## src/rtl/alu_rs_if.sv

```systemverilog
// Issue, CDB snoop and dispatch bundle between decoder, ALU reservation station and ALU.
// The master side drives issue/flush/CDB; the slave side is the reservation station.
interface alu_rs_if #(
    parameter int TAG_W = 4
);
    logic              clear_i;
    logic              issue_en_i;
    logic [5:0]        issue_op_i;
    logic [31:0]       issue_imm_i;
    logic [31:0]       issue_pc_i;
    logic [TAG_W-1:0]  issue_des_i;
    logic [31:0]       issue_vj_i;
    logic [31:0]       issue_vk_i;
    logic [TAG_W-1:0]  issue_qj_i;
    logic [TAG_W-1:0]  issue_qk_i;
    logic              issue_rj_i;
    logic              issue_rk_i;
    logic              cdb_en_i;
    logic [TAG_W-1:0]  cdb_tag_i;
    logic [31:0]       cdb_data_i;
    logic              rs_full_o;
    logic              ALU_en_o;
    logic [5:0]        op_o;
    logic [31:0]       reg1_o;
    logic [31:0]       reg2_o;
    logic [31:0]       imm_o;
    logic [31:0]       pc_o;
    logic [TAG_W-1:0]  des_o;

    modport master (
        output clear_i, issue_en_i, issue_op_i, issue_imm_i, issue_pc_i, issue_des_i,
               issue_vj_i, issue_vk_i, issue_qj_i, issue_qk_i, issue_rj_i, issue_rk_i,
               cdb_en_i, cdb_tag_i, cdb_data_i,
        input  rs_full_o, ALU_en_o, op_o, reg1_o, reg2_o, imm_o, pc_o, des_o
    );

    modport slave (
        input  clear_i, issue_en_i, issue_op_i, issue_imm_i, issue_pc_i, issue_des_i,
               issue_vj_i, issue_vk_i, issue_qj_i, issue_qk_i, issue_rj_i, issue_rk_i,
               cdb_en_i, cdb_tag_i, cdb_data_i,
        output rs_full_o, ALU_en_o, op_o, reg1_o, reg2_o, imm_o, pc_o, des_o
    );
endinterface

```

## src/rtl/alu_rs.sv

```systemverilog
// ALU reservation station: holds issued instructions until both operands are ready,
// snoops the CDB for wakeup and dispatches the lowest-index ready slot each cycle.
module alu_rs #(
    parameter int ENTRIES = 8,
    parameter int TAG_W   = 4
) (
    input  logic     clk_in,
    input  logic     rst_n_in,
    alu_rs_if.slave  bus
);
    localparam int DATA_W = 32;
    localparam int OP_W   = 6;
    localparam int IDX_W  = (ENTRIES > 1) ? $clog2(ENTRIES) : 1;

    typedef struct packed {
        logic              valid;
        logic [OP_W-1:0]   op;
        logic [DATA_W-1:0] vj;
        logic [DATA_W-1:0] vk;
        logic [TAG_W-1:0]  qj;
        logic [TAG_W-1:0]  qk;
        logic              rj;
        logic              rk;
        logic [DATA_W-1:0] imm;
        logic [DATA_W-1:0] pc;
        logic [TAG_W-1:0]  des;
    } slot_t;

    slot_t              slot_q [ENTRIES];
    slot_t              slot_d [ENTRIES];
    slot_t              issue_slot;

    logic [ENTRIES-1:0] valid_vec;
    logic [ENTRIES-1:0] ready_vec;
    logic               rs_full;
    logic               issue_fire;
    logic               free_found;
    logic [IDX_W-1:0]   free_idx;
    logic               sel_found;
    logic [IDX_W-1:0]   sel_idx;
    logic               bypass_j;
    logic               bypass_k;

    logic               alu_en_q, alu_en_d;
    logic [OP_W-1:0]    op_q, op_d;
    logic [DATA_W-1:0]  reg1_q, reg1_d;
    logic [DATA_W-1:0]  reg2_q, reg2_d;
    logic [DATA_W-1:0]  imm_q, imm_d;
    logic [DATA_W-1:0]  pc_q, pc_d;
    logic [TAG_W-1:0]   des_q, des_d;

    // Readiness is taken from registered state only, so same-cycle wakeups wait a cycle.
    for (genvar gi = 0; gi < ENTRIES; gi++) begin : g_slot_flags
        assign valid_vec[gi] = slot_q[gi].valid;
        assign ready_vec[gi] = slot_q[gi].valid & slot_q[gi].rj & slot_q[gi].rk;
    end

    assign rs_full    = &valid_vec;
    assign issue_fire = bus.issue_en_i & ~rs_full & ~bus.clear_i;

    always_comb begin
        free_found = 1'b0;
        free_idx   = '0;
        sel_found  = 1'b0;
        sel_idx    = '0;
        // Descending scan so the lowest matching index is the one left standing.
        for (int i = ENTRIES - 1; i >= 0; i--) begin
            if (!valid_vec[i]) begin
                free_found = 1'b1;
                free_idx   = IDX_W'(i);
            end
            if (ready_vec[i]) begin
                sel_found = 1'b1;
                sel_idx   = IDX_W'(i);
            end
        end
    end

    assign bypass_j = bus.cdb_en_i & ~bus.issue_rj_i & (bus.issue_qj_i == bus.cdb_tag_i);
    assign bypass_k = bus.cdb_en_i & ~bus.issue_rk_i & (bus.issue_qk_i == bus.cdb_tag_i);

    always_comb begin
        issue_slot       = '0;
        issue_slot.valid = 1'b1;
        issue_slot.op    = bus.issue_op_i;
        issue_slot.qj    = bus.issue_qj_i;
        issue_slot.qk    = bus.issue_qk_i;
        issue_slot.rj    = bus.issue_rj_i | bypass_j;
        issue_slot.rk    = bus.issue_rk_i | bypass_k;
        issue_slot.vj    = bypass_j ? bus.cdb_data_i : bus.issue_vj_i;
        issue_slot.vk    = bypass_k ? bus.cdb_data_i : bus.issue_vk_i;
        issue_slot.imm   = bus.issue_imm_i;
        issue_slot.pc    = bus.issue_pc_i;
        issue_slot.des   = bus.issue_des_i;
    end

    always_comb begin
        for (int i = 0; i < ENTRIES; i++) begin
            slot_d[i] = slot_q[i];
            if (bus.cdb_en_i && slot_q[i].valid && !slot_q[i].rj && slot_q[i].qj == bus.cdb_tag_i) begin
                slot_d[i].vj = bus.cdb_data_i;
                slot_d[i].rj = 1'b1;
            end
            if (bus.cdb_en_i && slot_q[i].valid && !slot_q[i].rk && slot_q[i].qk == bus.cdb_tag_i) begin
                slot_d[i].vk = bus.cdb_data_i;
                slot_d[i].rk = 1'b1;
            end
            if (sel_found && sel_idx == IDX_W'(i)) begin
                slot_d[i].valid = 1'b0;
            end
            // Issue only targets an invalid slot, so it never collides with dispatch or wakeup.
            if (issue_fire && free_found && free_idx == IDX_W'(i)) begin
                slot_d[i] = issue_slot;
            end
            if (bus.clear_i) begin
                slot_d[i].valid = 1'b0;
            end
        end
    end

    always_comb begin
        alu_en_d = 1'b0;
        op_d     = '0;
        reg1_d   = '0;
        reg2_d   = '0;
        imm_d    = '0;
        pc_d     = '0;
        des_d    = '0;
        if (!bus.clear_i && sel_found) begin
            alu_en_d = 1'b1;
            op_d     = slot_q[sel_idx].op;
            reg1_d   = slot_q[sel_idx].vj;
            reg2_d   = slot_q[sel_idx].vk;
            imm_d    = slot_q[sel_idx].imm;
            pc_d     = slot_q[sel_idx].pc;
            des_d    = slot_q[sel_idx].des;
        end
    end

    always_ff @(posedge clk_in or negedge rst_n_in) begin
        if (!rst_n_in) begin
            for (int i = 0; i < ENTRIES; i++) begin
                slot_q[i] <= '0;
            end
        end else begin
            for (int i = 0; i < ENTRIES; i++) begin
                slot_q[i] <= slot_d[i];
            end
        end
    end

    always_ff @(posedge clk_in or negedge rst_n_in) begin
        if (!rst_n_in) begin
            alu_en_q <= 1'b0;
            op_q     <= '0;
            reg1_q   <= '0;
            reg2_q   <= '0;
            imm_q    <= '0;
            pc_q     <= '0;
            des_q    <= '0;
        end else begin
            alu_en_q <= alu_en_d;
            op_q     <= op_d;
            reg1_q   <= reg1_d;
            reg2_q   <= reg2_d;
            imm_q    <= imm_d;
            pc_q     <= pc_d;
            des_q    <= des_d;
        end
    end

    assign bus.rs_full_o = rs_full;
    assign bus.ALU_en_o  = alu_en_q;
    assign bus.op_o      = op_q;
    assign bus.reg1_o    = reg1_q;
    assign bus.reg2_o    = reg2_q;
    assign bus.imm_o     = imm_q;
    assign bus.pc_o      = pc_q;
    assign bus.des_o     = des_q;
endmodule

```

## src/flat_wrapper.sv

```systemverilog
// flat-port wrapper written by rule: the top's interface ports become plain ports
module alu_rs_flat 
#(
    parameter int ENTRIES = 8,
    parameter int TAG_W   = 4
)
  (clk_in, rst_n_in, bus_clear_i, bus_issue_en_i, bus_issue_op_i, bus_issue_imm_i, bus_issue_pc_i, bus_issue_des_i, bus_issue_vj_i, bus_issue_vk_i, bus_issue_qj_i, bus_issue_qk_i, bus_issue_rj_i, bus_issue_rk_i, bus_cdb_en_i, bus_cdb_tag_i, bus_cdb_data_i, bus_rs_full_o, bus_ALU_en_o, bus_op_o, bus_reg1_o, bus_reg2_o, bus_imm_o, bus_pc_o, bus_des_o);
  alu_rs_if #(.TAG_W(TAG_W)) bus_i ();
  input  logic clk_in;
  input  logic rst_n_in;
  input wire logic [$bits(bus_i.clear_i)-1:0] bus_clear_i;
  input wire logic [$bits(bus_i.issue_en_i)-1:0] bus_issue_en_i;
  input wire logic [$bits(bus_i.issue_op_i)-1:0] bus_issue_op_i;
  input wire logic [$bits(bus_i.issue_imm_i)-1:0] bus_issue_imm_i;
  input wire logic [$bits(bus_i.issue_pc_i)-1:0] bus_issue_pc_i;
  input wire logic [$bits(bus_i.issue_des_i)-1:0] bus_issue_des_i;
  input wire logic [$bits(bus_i.issue_vj_i)-1:0] bus_issue_vj_i;
  input wire logic [$bits(bus_i.issue_vk_i)-1:0] bus_issue_vk_i;
  input wire logic [$bits(bus_i.issue_qj_i)-1:0] bus_issue_qj_i;
  input wire logic [$bits(bus_i.issue_qk_i)-1:0] bus_issue_qk_i;
  input wire logic [$bits(bus_i.issue_rj_i)-1:0] bus_issue_rj_i;
  input wire logic [$bits(bus_i.issue_rk_i)-1:0] bus_issue_rk_i;
  input wire logic [$bits(bus_i.cdb_en_i)-1:0] bus_cdb_en_i;
  input wire logic [$bits(bus_i.cdb_tag_i)-1:0] bus_cdb_tag_i;
  input wire logic [$bits(bus_i.cdb_data_i)-1:0] bus_cdb_data_i;
  output wire logic [$bits(bus_i.rs_full_o)-1:0] bus_rs_full_o;
  output wire logic [$bits(bus_i.ALU_en_o)-1:0] bus_ALU_en_o;
  output wire logic [$bits(bus_i.op_o)-1:0] bus_op_o;
  output wire logic [$bits(bus_i.reg1_o)-1:0] bus_reg1_o;
  output wire logic [$bits(bus_i.reg2_o)-1:0] bus_reg2_o;
  output wire logic [$bits(bus_i.imm_o)-1:0] bus_imm_o;
  output wire logic [$bits(bus_i.pc_o)-1:0] bus_pc_o;
  output wire logic [$bits(bus_i.des_o)-1:0] bus_des_o;
  assign bus_i.clear_i = bus_clear_i;
  assign bus_i.issue_en_i = bus_issue_en_i;
  assign bus_i.issue_op_i = bus_issue_op_i;
  assign bus_i.issue_imm_i = bus_issue_imm_i;
  assign bus_i.issue_pc_i = bus_issue_pc_i;
  assign bus_i.issue_des_i = bus_issue_des_i;
  assign bus_i.issue_vj_i = bus_issue_vj_i;
  assign bus_i.issue_vk_i = bus_issue_vk_i;
  assign bus_i.issue_qj_i = bus_issue_qj_i;
  assign bus_i.issue_qk_i = bus_issue_qk_i;
  assign bus_i.issue_rj_i = bus_issue_rj_i;
  assign bus_i.issue_rk_i = bus_issue_rk_i;
  assign bus_i.cdb_en_i = bus_cdb_en_i;
  assign bus_i.cdb_tag_i = bus_cdb_tag_i;
  assign bus_i.cdb_data_i = bus_cdb_data_i;
  assign bus_rs_full_o = bus_i.rs_full_o;
  assign bus_ALU_en_o = bus_i.ALU_en_o;
  assign bus_op_o = bus_i.op_o;
  assign bus_reg1_o = bus_i.reg1_o;
  assign bus_reg2_o = bus_i.reg2_o;
  assign bus_imm_o = bus_i.imm_o;
  assign bus_pc_o = bus_i.pc_o;
  assign bus_des_o = bus_i.des_o;
  alu_rs #(.ENTRIES(ENTRIES), .TAG_W(TAG_W)) u_core (.clk_in(clk_in), .rst_n_in(rst_n_in), .bus(bus_i));
endmodule
```

## config.mk

```make
export PLATFORM = sky130hd
export DESIGN_NAME = alu_rs_flat
export DESIGN_NICKNAME = d
export VERILOG_FILES = /design/src/rtl/alu_rs_if.sv /design/src/rtl/alu_rs.sv /design/src/flat_wrapper.sv
export SDC_FILE = /design/constraint.sdc
export NUM_CORES = 2
export LEC_CHECK = 0
export ABC_AREA = 0
export CAP_MARGIN = 20
export CORE_UTILIZATION = 47
export DETAILED_ROUTE_END_ITERATION = 10
export PLACE_DENSITY = 0.65
export SLEW_MARGIN = 10
export SYNTH_ARGS = -nofsm -noshare
export SYNTH_HDL_FRONTEND = slang
export SYNTH_SLANG_ARGS = --single-unit
```

## constraint.sdc

```tcl
create_clock -name clk_in -period 3.3 [get_ports clk_in]
set_clock_uncertainty 0.05 [all_clocks]
set_input_delay 0.99 -clock clk_in [delete_from_list [all_inputs] [get_ports clk_in]]
set_output_delay 0.99 -clock clk_in [all_outputs]
set_load 0.05 [all_outputs]
```

==> impl_metrics.json <==
{
  "cts.sinks": 1331,
  "yosys.area_share.simple": 0.1465,
  "cp.required_ns": 2.26,
  "cpPeakStageDelay_ns": 0.88,
  "core-area_um2": 128200,
  "n_fill_cell": 10829,
  "clk_path_buf_depth": 3,
  "synth.area.mux_share": 0.1025,
  "fmax_mhz": 309.2,
  "tightestPinTransition_ns": 1.237,
  "synth.cell_area_um2": 61020,
  "postSynthAreaPerCell_um2": 9.847,
  "netlist_instances": 6197,
  "worstSetupEndpointType": "output port",
  "finalHoldViolations": 0,
  "ys_top_cells_by_area": "dfrtp_1, mux2_2, o22ai_1",
  "route.detailed.drc": 0,
  "gp_congestion": 0.9297,
  "drive_gt1_frac": 0.1841,
  "p_leak_nw": 33.87,
  "wl_per_cell_um": 27.92,
  "synth_edf_count": 0,
  "first_global_vias": 52826,
  "async_flop_share": 1.000,
  "die_y_um": 362.3,
  "path_delay_family": "buffers and inverters",
  "synth-compound-area-share": 0.1540,
  "synth_top_family_by_area": "compound AO/OA/AOI/OAI gates",
  "io_pins": 329,
  "hold_class": "input pin to async pin",
  "cap_violations": 0,
  "clk_latency_ns": 0.81,
  "area_growth_pct": 21.46,
  "finalNetCount": 6627,
  "critPathMaxFanout": 1,
  "post-route-min-period_ns": 3.234,
  "via_count": 53690,
  "grt_overflow_total": 0,
  "io_buffers": 328,
  "outcome": "finished, final reports clean",
  "drt_iter0_drc": 6945,
  "synth_top_area_cell": "dfrtp_1",
  "htreeDepth": 4,
  "ctsHoldBuffers": 0,
  "synth_xor_xnor_area_share": 0.009473,
  "tritoncts": "done",
  "crit_type": "flop to output port",
  "whs_ns": 0.02915,
  "worstPathArrival_ns": 2.19,
  "die_width_um": 362.3,
  "path_buf_inv": 1,
  "worstPathCellList": "clkdlybuf4s50_1",
  "synth_top_area_share": 0.5458,
  "setup_viol": 0,
  "cts_buffers": 145,
  "grt_pass1_wl_um": 343000,
  "power_density_nw_per_um2": 562.4,
  "grt_use_total": 0.3481,
  "initial_core_util": 0.4761,
  "wirelength_um": 231400,
  "die-area_um2": 131300,
  "ys_ff_latch": 1331,
  "slew_viol_final": 0,
  "slew_headroom": 0.1735,
  "fin_crit_sh": 0.9800,
  "root_buffer": "clkbuf_16",
  "ys_seq_area_frac": 0.5458,
  "ant_nets": 0,
  "dr.pass1.iters": 9,
  "grt_max_degree": 152,
  "antenna_found_initial": 36,
  "rsz0062_at_grt": "false",
  "cp_slowest_cell": "clkdlybuf4s50_1",
  "yosysWarnings": 0,
  "clk_pin_slew_worst_paths_ns": 0.06,
  "synth_fa_ha_area_frac": 0,
  "syn_nets": 6386,
  "vias_per_cell": 6.477,
  "finalSetupTns_ns": 0,
  "synth_cell_types": 54,
  "yosys_most_used_dff": "dfrtp_1",
  "ir_drop_mv": 0.5824,
  "cp-start-kind": "flop",
  "num_rows": 131,
  "place_hpwl_um": 136600
}
==> synthesized netlist by cell type (42+ instances only) <==
cell type / count
clkbuf_1: 439
dfrtp_1: 1331
nor2_1: 812
a31oi_1: 48
nor3_1: 123
buf_1: 66
a21oi_1: 221
o211ai_1: 46
a221o_1: 64
nand2_1: 877
mux2_2: 507
nand3_1: 143
xnor2_1: 50
o221ai_1: 54
mux2i_1: 42
nor4_1: 74
buf_2: 93
a2111oi_0: 46
o21ai_0: 213
inv_1: 49
a22oi_1: 63
o22ai_1: 549
or3_1: 84
==> path summary, 6_finish.rpt <==
path	from	endpoint	slack, ns	cells after the start
setup reg to reg	u_core.slot_q[664]	u_core.bus.reg1_o[29]	0.16	7
hold / removal	rst_n_in	u_core.slot_q[127]	0.03	1
setup / recovery	u_core.bus.des_o[3]	bus_des_o[3]	0.07	1
min in group clk_in	u_core.slot_q[1104]	u_core.slot_q[1104]	0.42	2
max in group asynchronous	rst_n_in	u_core.slot_q[809]	2.01	3
hold reg to reg	u_core.slot_q[1104]	u_core.slot_q[1104]	0.42	2
==> layout by cell type, fill, tap and decap left out, drive strengths merged, types with 42 or more instances in the layout <==
master / synthesis / layout
o21ai: 230 / 230
nand2: 877 / 877
a31oi: 48 / 48
a221o: 64 / 64
clkdlybuf4s50: 0 / 325
a21oi: 221 / 221
inv: 49 / 55
nor4: 74 / 74
nor2: 814 / 814
nor3: 123 / 123
o211ai: 47 / 47
mux2i: 42 / 42
o221ai: 55 / 55
o22ai: 549 / 549
mux2: 518 / 518
dfrtp: 1331 / 1331
nand3: 143 / 143
xnor2: 50 / 50
or3: 84 / 84
clkbuf: 439 / 212
a2111oi: 46 / 46
buf: 159 / 367
a22oi: 63 / 63
==> metrics by stage <==
step	cell area [um^2]	cells	setup slack, ns	power, mW	util
floorplan	61020	6197	0.3790	22.58	-
global placement	69190	8019	-0.2287	24.89	0.5398
detailed placement	69190	8019	-0.2239	25.08	0.5398
CTS	74050	8275	0.07410	41.70	0.5777
global route	74100	8282	0.03748	43.09	0.5781
finish	74110	8289	0.06593	41.68	0.5782
==> report_power, final <==
part,leakage [nW],switching [mW],total [mW],internal (mW)
clock,2.40,6.99,16.7,9.75
sequential,17.7,1.12,19.3,18.2
combinational,13.7,3.35,5.60,2.25
==> registers in the layout, summed over array words and instances (netlist names) <==
| register | flops |
|---|---|
| u_core.bus.des_o | 4 |
| u_core.slot_q | 1192 |
| u_core.bus.pc_o | 32 |
| u_core.bus.op_o | 6 |
| u_core.bus.reg1_o | 32 |
| u_core.bus.ALU_en_o | 1 |
| u_core.bus.reg2_o | 32 |
| u_core.bus.imm_o | 32 |
==> timing repair <==
action	in CTS	in global routing
buffers inserted	0	0
resized for setup	1	1
setup endpoints to repair	1	1
==> kinds of logic (layout without fill, tap and decap cells) <==
family | Yosys count | after routing
xor gates and xnor gates | 66 | 66
other | 0 | 13
buffers and inverters | 647 | 997
AOI/OAI and AO/OA | 1442 | 1442
DFF | 1331 | 1331
and+or+nand+nor | 2151 | 2151
muxes | 560 | 560
==> cell type report <==
type / count / area (um^2) / area share
Clock inverter: 44 / 560.5 / 0.007563
Clock buffer: 212 / 4294 / 0.05794
Multi-Input combinational cell: 4219 / 25660 / 0.3462
Timing Repair Buffer: 692 / 7913 / 0.1068
Antenna cell: 13 / 32.53 / 0.0004389
Tap cell: 1729 / 2163 / 0.02919
Sequential cell: 1331 / 33310 / 0.4494
Inverter: 49 / 183.9 / 0.002482
==> per-layer routing <==
layer	global-route usage	vias to the layer above	wire, um
met3	0.09596	828	26570
li1	-	22505	-
met5	0.006659	-	391
met2	0.5346	3613	103200
met4	0.1839	46	13080
met1	0.4479	26698	88200
Note: power is estimated with default switching activity, not from simulation.
